==> config.mk <==
export PLATFORM = sky130hd
export DESIGN_NAME = instr_sequencer
export DESIGN_NICKNAME = d
export VERILOG_FILES = /design/src/rtl/instr_seq_pkg.sv /design/src/rtl/instr_sat_counter.sv /design/src/rtl/instr_sequencer.sv
export SDC_FILE = /design/constraint.sdc
export NUM_CORES = 1
export LEC_CHECK = 0
export BUFFER_PORTS_ARGS = -buffer_cell sky130_fd_sc_hd__buf_2
export CORE_AREA = 2 2 51 53
export CTS_CLUSTER_SIZE = 40
export DETAILED_ROUTE_END_ITERATION = 12
export DIE_AREA = 0 0 53 55
export PLACE_DENSITY_LB_ADDON = 0.05
export SLEW_MARGIN = 20
export SYNTH_ARGS = -nofsm -noshare
export SYNTH_HDL_FRONTEND = slang
export SYNTH_SLANG_ARGS = --single-unit
==> constraint.sdc <==
create_clock -name CLK -period 1.8 [get_ports CLK]
set_clock_uncertainty 0.2 [all_clocks]
set_input_delay 0.36 -clock CLK [delete_from_list [all_inputs] [get_ports CLK]]
set_output_delay 0.36 -clock CLK [all_outputs]
set_load 0.05 [all_outputs]
==> src/rtl/instr_seq_pkg.sv <==
// rtl/instr_seq_pkg.sv - shared state, opcode and ALU code definitions for instr_sequencer
package instr_seq_pkg;

    typedef enum logic [3:0] {
        S_IDLE, S_F0, S_F1, S_DEC, S_OA, S_OD, S_EXS, S_HLT, S_PAUSE
    } state_e;

    typedef enum logic [3:0] {
        OP_NONE, OP_LD, OP_ADD, OP_SUB, OP_AND, OP_XOR, OP_OR, OP_SHL, OP_HALT
    } op_e;

    localparam logic [2:0] ALU_ADD = 3'd0;
    localparam logic [2:0] ALU_SUB = 3'd1;
    localparam logic [2:0] ALU_AND = 3'd2;
    localparam logic [2:0] ALU_OR  = 3'd3;
    localparam logic [2:0] ALU_XOR = 3'd4;
    localparam logic [2:0] ALU_SHL = 3'd5;

    // LD passes memory data straight through, so it carries no ALU function
    function automatic logic [2:0] alu_code(input op_e op);
        case (op)
            OP_ADD:  return ALU_ADD;
            OP_SUB:  return ALU_SUB;
            OP_AND:  return ALU_AND;
            OP_OR:   return ALU_OR;
            OP_XOR:  return ALU_XOR;
            OP_SHL:  return ALU_SHL;
            default: return 3'd0;
        endcase
    endfunction

endpackage

==> src/rtl/instr_sat_counter.sv <==
// rtl/instr_sat_counter.sv - saturating up-counter with synchronous active-low clear
module instr_sat_counter #(
    parameter int CNT_W = 8
) (
    input  logic             clk,
    input  logic             clr_n,
    input  logic             inc,
    output logic [CNT_W-1:0] cnt
);

    logic [CNT_W-1:0] cnt_q, cnt_d;

    // advance on inc, holding at all-ones instead of wrapping
    always_comb begin
        cnt_d = cnt_q;
        if (inc && (cnt_q != {CNT_W{1'b1}})) begin
            cnt_d = cnt_q + 1'b1;
        end
    end

    // count register
    always_ff @(posedge clk) begin
        if (!clr_n) begin
            cnt_q <= '0;
        end else begin
            cnt_q <= cnt_d;
        end
    end

    assign cnt = cnt_q;

endmodule

==> src/rtl/instr_sequencer.sv <==
// rtl/instr_sequencer.sv - fetch/decode/execute control FSM; INSTR_SEQ_STEP_EN adds single-step PAUSE
module instr_sequencer #(
    parameter int CNT_W = 8
) (
    input  logic             CLK,
    input  logic             RST_N,
    input  logic             START,
`ifdef INSTR_SEQ_STEP_EN
    input  logic             STEP,
`endif
    input  logic             MEM_RDY,
    input  logic             HALT,
    input  logic             LD,
    input  logic             ADD,
    input  logic             SUB,
    input  logic             AND,
    input  logic             XOR,
    input  logic             OR,
    input  logic             SHL,
    output logic             MAR_LD_PC,
    output logic             MAR_LD_MEM,
    output logic             MEM_RD,
    output logic             IIR,
    output logic             PC_INC,
    output logic             ACC_LD,
    output logic             ACC_SRC,
    output logic [2:0]       ALU_OP,
    output logic             HALTED,
    output logic [CNT_W-1:0] INSTR_CNT
);

    import instr_seq_pkg::*;

    state_e state_q, state_d;
    op_e    op_q, op_d;
    op_e    dec_op;
    logic   cnt_inc;

`ifdef INSTR_SEQ_STEP_EN
    localparam state_e RETIRE_NEXT = S_PAUSE;
    logic step_q, step_d;
    logic step_rise;
    assign step_d    = STEP;
    assign step_rise = STEP && !step_q;
`else
    localparam state_e RETIRE_NEXT = S_F0;
`endif

    // priority decode of the IR flags: HALT > LD > ADD > SUB > AND > XOR > OR > SHL
    always_comb begin
        dec_op = OP_NONE;
        if      (HALT) dec_op = OP_HALT;
        else if (LD)   dec_op = OP_LD;
        else if (ADD)  dec_op = OP_ADD;
        else if (SUB)  dec_op = OP_SUB;
        else if (AND)  dec_op = OP_AND;
        else if (XOR)  dec_op = OP_XOR;
        else if (OR)   dec_op = OP_OR;
        else if (SHL)  dec_op = OP_SHL;
    end

    // next state, opcode latch and control strobes
    always_comb begin
        state_d    = state_q;
        op_d       = op_q;
        cnt_inc    = 1'b0;
        MAR_LD_PC  = 1'b0;
        MAR_LD_MEM = 1'b0;
        MEM_RD     = 1'b0;
        IIR        = 1'b0;
        PC_INC     = 1'b0;
        ACC_LD     = 1'b0;
        ACC_SRC    = 1'b0;
        ALU_OP     = 3'd0;
        HALTED     = 1'b0;
        case (state_q)
            S_IDLE: if (START) state_d = S_F0;
            S_F0: begin
                MAR_LD_PC = 1'b1;
                state_d   = S_F1;
            end
            S_F1: begin
                MEM_RD = 1'b1;
                if (MEM_RDY) begin
                    IIR     = 1'b1;
                    PC_INC  = 1'b1;
                    state_d = S_DEC;
                end
            end
            S_DEC: begin
                op_d = dec_op;
                case (dec_op)
                    OP_HALT: begin
                        cnt_inc = 1'b1;
                        state_d = S_HLT;
                    end
                    OP_SHL:  state_d = S_EXS;
                    OP_NONE: begin
                        cnt_inc = 1'b1;
                        state_d = RETIRE_NEXT;
                    end
                    default: begin
                        MAR_LD_PC = 1'b1;
                        state_d   = S_OA;
                    end
                endcase
            end
            S_OA: begin
                MEM_RD = 1'b1;
                if (MEM_RDY) begin
                    MAR_LD_MEM = 1'b1;
                    PC_INC     = 1'b1;
                    state_d    = S_OD;
                end
            end
            S_OD: begin
                MEM_RD = 1'b1;
                if (MEM_RDY) begin
                    ACC_LD  = 1'b1;
                    ACC_SRC = (op_q != OP_LD);
                    ALU_OP  = alu_code(op_q);
                    cnt_inc = 1'b1;
                    state_d = RETIRE_NEXT;
                end
            end
            S_EXS: begin
                ACC_LD  = 1'b1;
                ACC_SRC = 1'b1;
                ALU_OP  = ALU_SHL;
                cnt_inc = 1'b1;
                state_d = RETIRE_NEXT;
            end
            S_HLT: HALTED = 1'b1;
`ifdef INSTR_SEQ_STEP_EN
            S_PAUSE: if (step_rise) state_d = S_F0;
`endif
            default: state_d = S_IDLE;
        endcase
        // keep every strobe quiet while reset is asserted, even mid-instruction
        if (!RST_N) begin
            cnt_inc    = 1'b0;
            MAR_LD_PC  = 1'b0;
            MAR_LD_MEM = 1'b0;
            MEM_RD     = 1'b0;
            IIR        = 1'b0;
            PC_INC     = 1'b0;
            ACC_LD     = 1'b0;
            ACC_SRC    = 1'b0;
            ALU_OP     = 3'd0;
            HALTED     = 1'b0;
        end
    end

    // state and latched opcode registers
    always_ff @(posedge CLK) begin
        if (!RST_N) begin
            state_q <= S_IDLE;
            op_q    <= OP_NONE;
        end else begin
            state_q <= state_d;
            op_q    <= op_d;
        end
    end

`ifdef INSTR_SEQ_STEP_EN
    // previous STEP level for rising-edge detection
    always_ff @(posedge CLK) begin
        if (!RST_N) begin
            step_q <= 1'b0;
        end else begin
            step_q <= step_d;
        end
    end
`endif

    instr_sat_counter #(.CNT_W(CNT_W)) u_cnt (
        .clk   (CLK),
        .clr_n (RST_N),
        .inc   (cnt_inc),
        .cnt   (INSTR_CNT)
    );

endmodule

# After elaboration in Yosys (flattened, before gate mapping)
# Cells that the tools add are included.
# word_totals
inputBits,12
elab_cells,73
reg_bits,16
output_inout_bits,19
# classes
reduce_logical,8
n_mux,40
bitwise,1
addsub,1
eq_ne,20
# ops
cell,n
$eq A4 B3 Y1 const B,9
$pmux W4 S8,1
$mux W3,9
$mux W4,5
$mux W1,18
$pmux W3 S5,1
$eq A4 B2 Y1 const B,3
$pmux W3 S3,1
$add A8 B1 Y8 const B,1
$logic_not A4 Y1,2
$ne A2 B2 Y1 const B,4
$ne A8 B8 Y1 const B,1
$pmux W1 S2,3
$pmux W3 S2,1
$reduce_or A3 Y1,2
$reduce_and A5 Y1,1
$eq A4 B1 Y1 const B,1
$eq A4 B4 Y1 const B,1
$ne A4 B1 Y1 const B,1
$reduce_or A2 Y1,2
$pmux W1 S3,1
$logic_and A1 B1 Y1,1
$not A1 Y1,1

# Longest topological paths before layout
# logic_depth
word_depth,14
ltp_mapped,6
ltp_nobuf,6

# Hierarchy
# From an unflattened synthesis, not the netlist that was laid out.
# hier_totals
cells_unflattened,129
area_unflattened_um2,984.7
# modules_own_cells
module,instances,cells_each,area_per_inst_um2,seq_area_each_um2
instr_sequencer,1,82,580.6,140.1
instr_sat_counter,1,47,404.1,160.2

# Worst setup path after synthesis
# Ideal clock, no wire load.
# synth_path
kind,register to output
start,register state_q[2]
end,output port PC_INC
n_path_buf,1
slack_ps,-1527
required_ps,1240
path_stages_with_launch,5
arrival_ps,2767
path_cell_list,dfxtp_1 clkbuf_1 nand2_1 nor4_1 or2_2
# synth_via
elab_chain_len,4
elab_cells_between_ends,5
classes_between,2 x eq/ne; 2 x mux; 1 x reduce/logical
# synth_rtl
item,line,text
"start, declared",instr_sequencer.sv:34,"state_e state_q, state_d;"
"start signal, assigned",instr_sequencer.sv:160,state_q <= state_d;
$eq A4 B3 Y1 / $eq A4 B2 Y1 (equally long branches),instr_sequencer.sv:76,case (state_q)
$reduce_or A2 Y1 (no source line) *,-,
$mux W1 *,-,
$mux W1 *,instr_sequencer.sv:140,if (!RST_N) begin
"end, declared",instr_sequencer.sv:24,"output logic PC_INC,"
# Mark *: on every way between the ends. The rest lies on a longest branch, timed or not.

# Worst setup path after layout
# layout_path
start,register state_q[1]
end,output port ALU_OP[0]
# layout_via
elab_chain_len,3
elab_cells_between_ends,4
classes_between,2 x eq/ne; 2 x mux
# layout_rtl
item,line,text
$eq A4 B3 Y1,instr_sequencer.sv:76,
$pmux W3 S2 *,instr_sequencer.sv:76,
$mux W3 *,instr_sequencer.sv:140,
"end, declared",instr_sequencer.sv:27,"output logic [2:0] ALU_OP,"
# Marks and branches as above.

==> qor.txt <==
Outcome = finished, violations left
Violated checks = negative setup slack
Final hold vios = 0
Fin. max-slew vios = 0
Distinct cells, synth = 40
Crit Path Max Fanout = 12
R2R depth = 8
Worst relative slew slack = 0.695
Final min period = 2.11 ns
Crit path depth = 6
Final WS setup = -0.305 ns
Worst Path Required = 1.24 ns
Detailed Route WL = 3320 µm
Peak supply drop = 889 µV
Vias = 1254
Period utilisation layout = 1.17
ANT nets after route = 0
Std-Cell Rows = 18
Yosys top cell by area = dfxtp_1
Mapped Cells = 133
Hpwl dp = 2310 µm
Most used DFF post-synth = dfxtp_1
Diode count = 0
CP Launch Point = state_q[1]
Clock Path Buffers = 2
Sum Neg Setup Slack = -2.29 ns
Share of synthesized registers carrying an async set or reset = 0
Mapped cell area = 0.00100 mm²
Post-synthesis sequential area ratio = 0.300
Root Driver = clkbuf_4
Layout cells sized above 1 = 0.584
Slew @ Worst Pin = 0.446 ns
IO buf count = 30
Initial antenna violation count = 0
# DRC = 0
Worst Path Buf+Inv = 4
Largest net degree at the start of global routing = 13
Reg2reg setup slack = -0.06 ns
MaxCap Viol Count = 0
Final total power = 1.20 mW
Synthesized flop and latch total = 15
Critical path arrival = 1.55 ns
Clock transition at path regs = 0.11 ns
Post-synth top area share = 0.300
Final net count = 216
FF-to-FF End = u_cnt.cnt[2]
Critical-path top delay cell = dfxtp_2
Worst path max stage delay = 0.38 ns
EDFF count, synth = 0
Via-to-Cell Ratio = 5.41
Clock Sink Count = 15
Hold Path Cell Cnt = 3
Post-synth top cells = nor2_1, nand2_1, dfxtp_1, a21oi_1
Congestion Overflow GR = 0
CP Class = reg -> out
WL per Instance = 14.3 µm
Starting density of the core = 0.423
GP Congestion = 0.812
Crit-path cells = buf_6, nand3b_1, buf_6, buf_12, a21oi_4, buf_6
Mean post-synth cell area = 7.53 µm²
Syn-to-layout area delta = 82.0%
Die W = 53 µm
First-pass GRT wire length = 5130 µm
Final setup vio count = 17
Worst-skew pair later-pin latency = 0.29 ns
Reg2reg start = state_q[0]
Hold Crit Class = in -> reg
Die ar. = 0.00292 mm²
FMAX = 0.475 GHz
Unrepaired setup endpoints after global routing = yes
Hold-fix buffers, CTS = 0
Core Region = 0.00236 mm²
Leading cell type by number of instances after synthesis = nor2_1
CTS tree = done
Most used cell, CP = buf_6
H-tree levels = 1
# IOs = 31
Synth area leaders = dfxtp_1, nor2_1, nand2_1, a21oi_1, mux2i_1
Die height = 55 µm
PwrDens = 661 mW/mm²
Iteration-0 DRC Markers = 32
Vias in the first global route = 1164
CP endpoint = ALU_OP[0]
Drt pass-1 iters = 4
Warnings from Yosys = 0
Worst setup SP type = register
Leak pwr = 0.787 nW
CP top delay family = buffers and inverters
Mapped Nets = 146
CTS Buf Count = 3
Gr usage total = 0.244
CP Capture Type = output pin
[sequential cells by signal (all words and copies together) (netlist names)]
signal,cells
state_q,3
u_cnt.cnt,8
op_q,4
[stage by stage]
step	std cells	hold slack [ns]	area [µm²]	util	worst slack, ns
6_report	232	0.202	1820	0.770	-0.305
5_1_grt	232	0.196	1820	0.770	-0.332
4_1_cts	227	0.201	1750	0.740	-0.277
3_5_place_dp	219	0.268	1520	0.642	-0.308
3_3_place_gp	219	0.247	1520	0.642	-0.276
2_1_floorplan	133	0.236	1120	-	-0.299
[power breakdown]
| group | total (mW) | switching [mW] | internal (mW) | leakage, nW |
|---|---|---|---|---|
| clock | 0.207 | 0.124 | 0.0826 | 0.0177 |
| sequential | 0.394 | 0.0343 | 0.360 | 0.129 |
| combinational | 0.603 | 0.313 | 0.290 | 0.641 |
| total | 1.20 | 0.471 | 0.732 | 0.787 |
[cells by family (layout without fill, tap and decap cells)]
family | Yosys count | count (layout) | share of synthesized area
compound gates | 31 | 31 | 0.206
xor+xnor | 2 | 2 | 0.0175
fa+ha+maj | 1 | 1 | 0.0125
buf+inv | 11 | 80 | 0.0425
flops | 15 | 15 | 0.300
mux | 3 | 3 | 0.0300
simple gates | 70 | 70 | 0.391
[layout make-up]
cell class	instances	area (µm²)
inverter	6	28.8
sequential	15	327
timing repair buffer	70	581
clock buffer	3	22.5
fill	170	543
multi-input combinational	107	821
clock inverter	1	5.00
tap	30	37.5
[worst min-delay path, stage by stage]
cell     delay, ns
buf_2         0.15
nand2_1       0.08
a21oi_1       0.06
[routing by layer]
layer,share of wire,track usage,vias up,routed length [µm]
met5,0,0,-,0
li1,-,-,615,-
met3,0.048,0.0511,8,160
met1,0.45,0.314,597,1480
met2,0.49,0.404,34,1620
met4,0.019,0.0940,0,64
[how the worst min path moves through the flow]
| stage | from | endpoint | slack [ns] |
|---|---|---|---|
| 2_1_floorplan | op_q[3] | op_q[3] | 0.24 |
| 3_3_place_gp | op_q[3] | op_q[3] | 0.25 |
| 3_5_place_dp | op_q[3] | op_q[3] | 0.27 |
| 4_1_cts | HALT | op_q[3] | 0.20 |
| 5_1_grt | HALT | op_q[3] | 0.20 |
| 6_report | HALT | op_q[3] | 0.20 |
[layout by cell type (no fill, tap or decap), drive strengths merged, types with 2 or more instances in the layout]
cell    instances
a211oi          3
a21o            2
a21oi          12
and3            3
buf            70
clkbuf          3
dfxtp          15
inv             5
mux2i           3
nand2          18
nand3           6
nand3b          2
nand4           3
nor2           19
nor2b           4
nor3            3
nor4            4
o211ai          2
o21ai           4
or2             2
xnor2           2
[timing repair]
item,CTS,global route
endpoints found under the setup margin,15,18
gates resized for setup,53,10
pin swaps,4,9
buffers inserted,4,5
(Power assumes the default switching activity.)
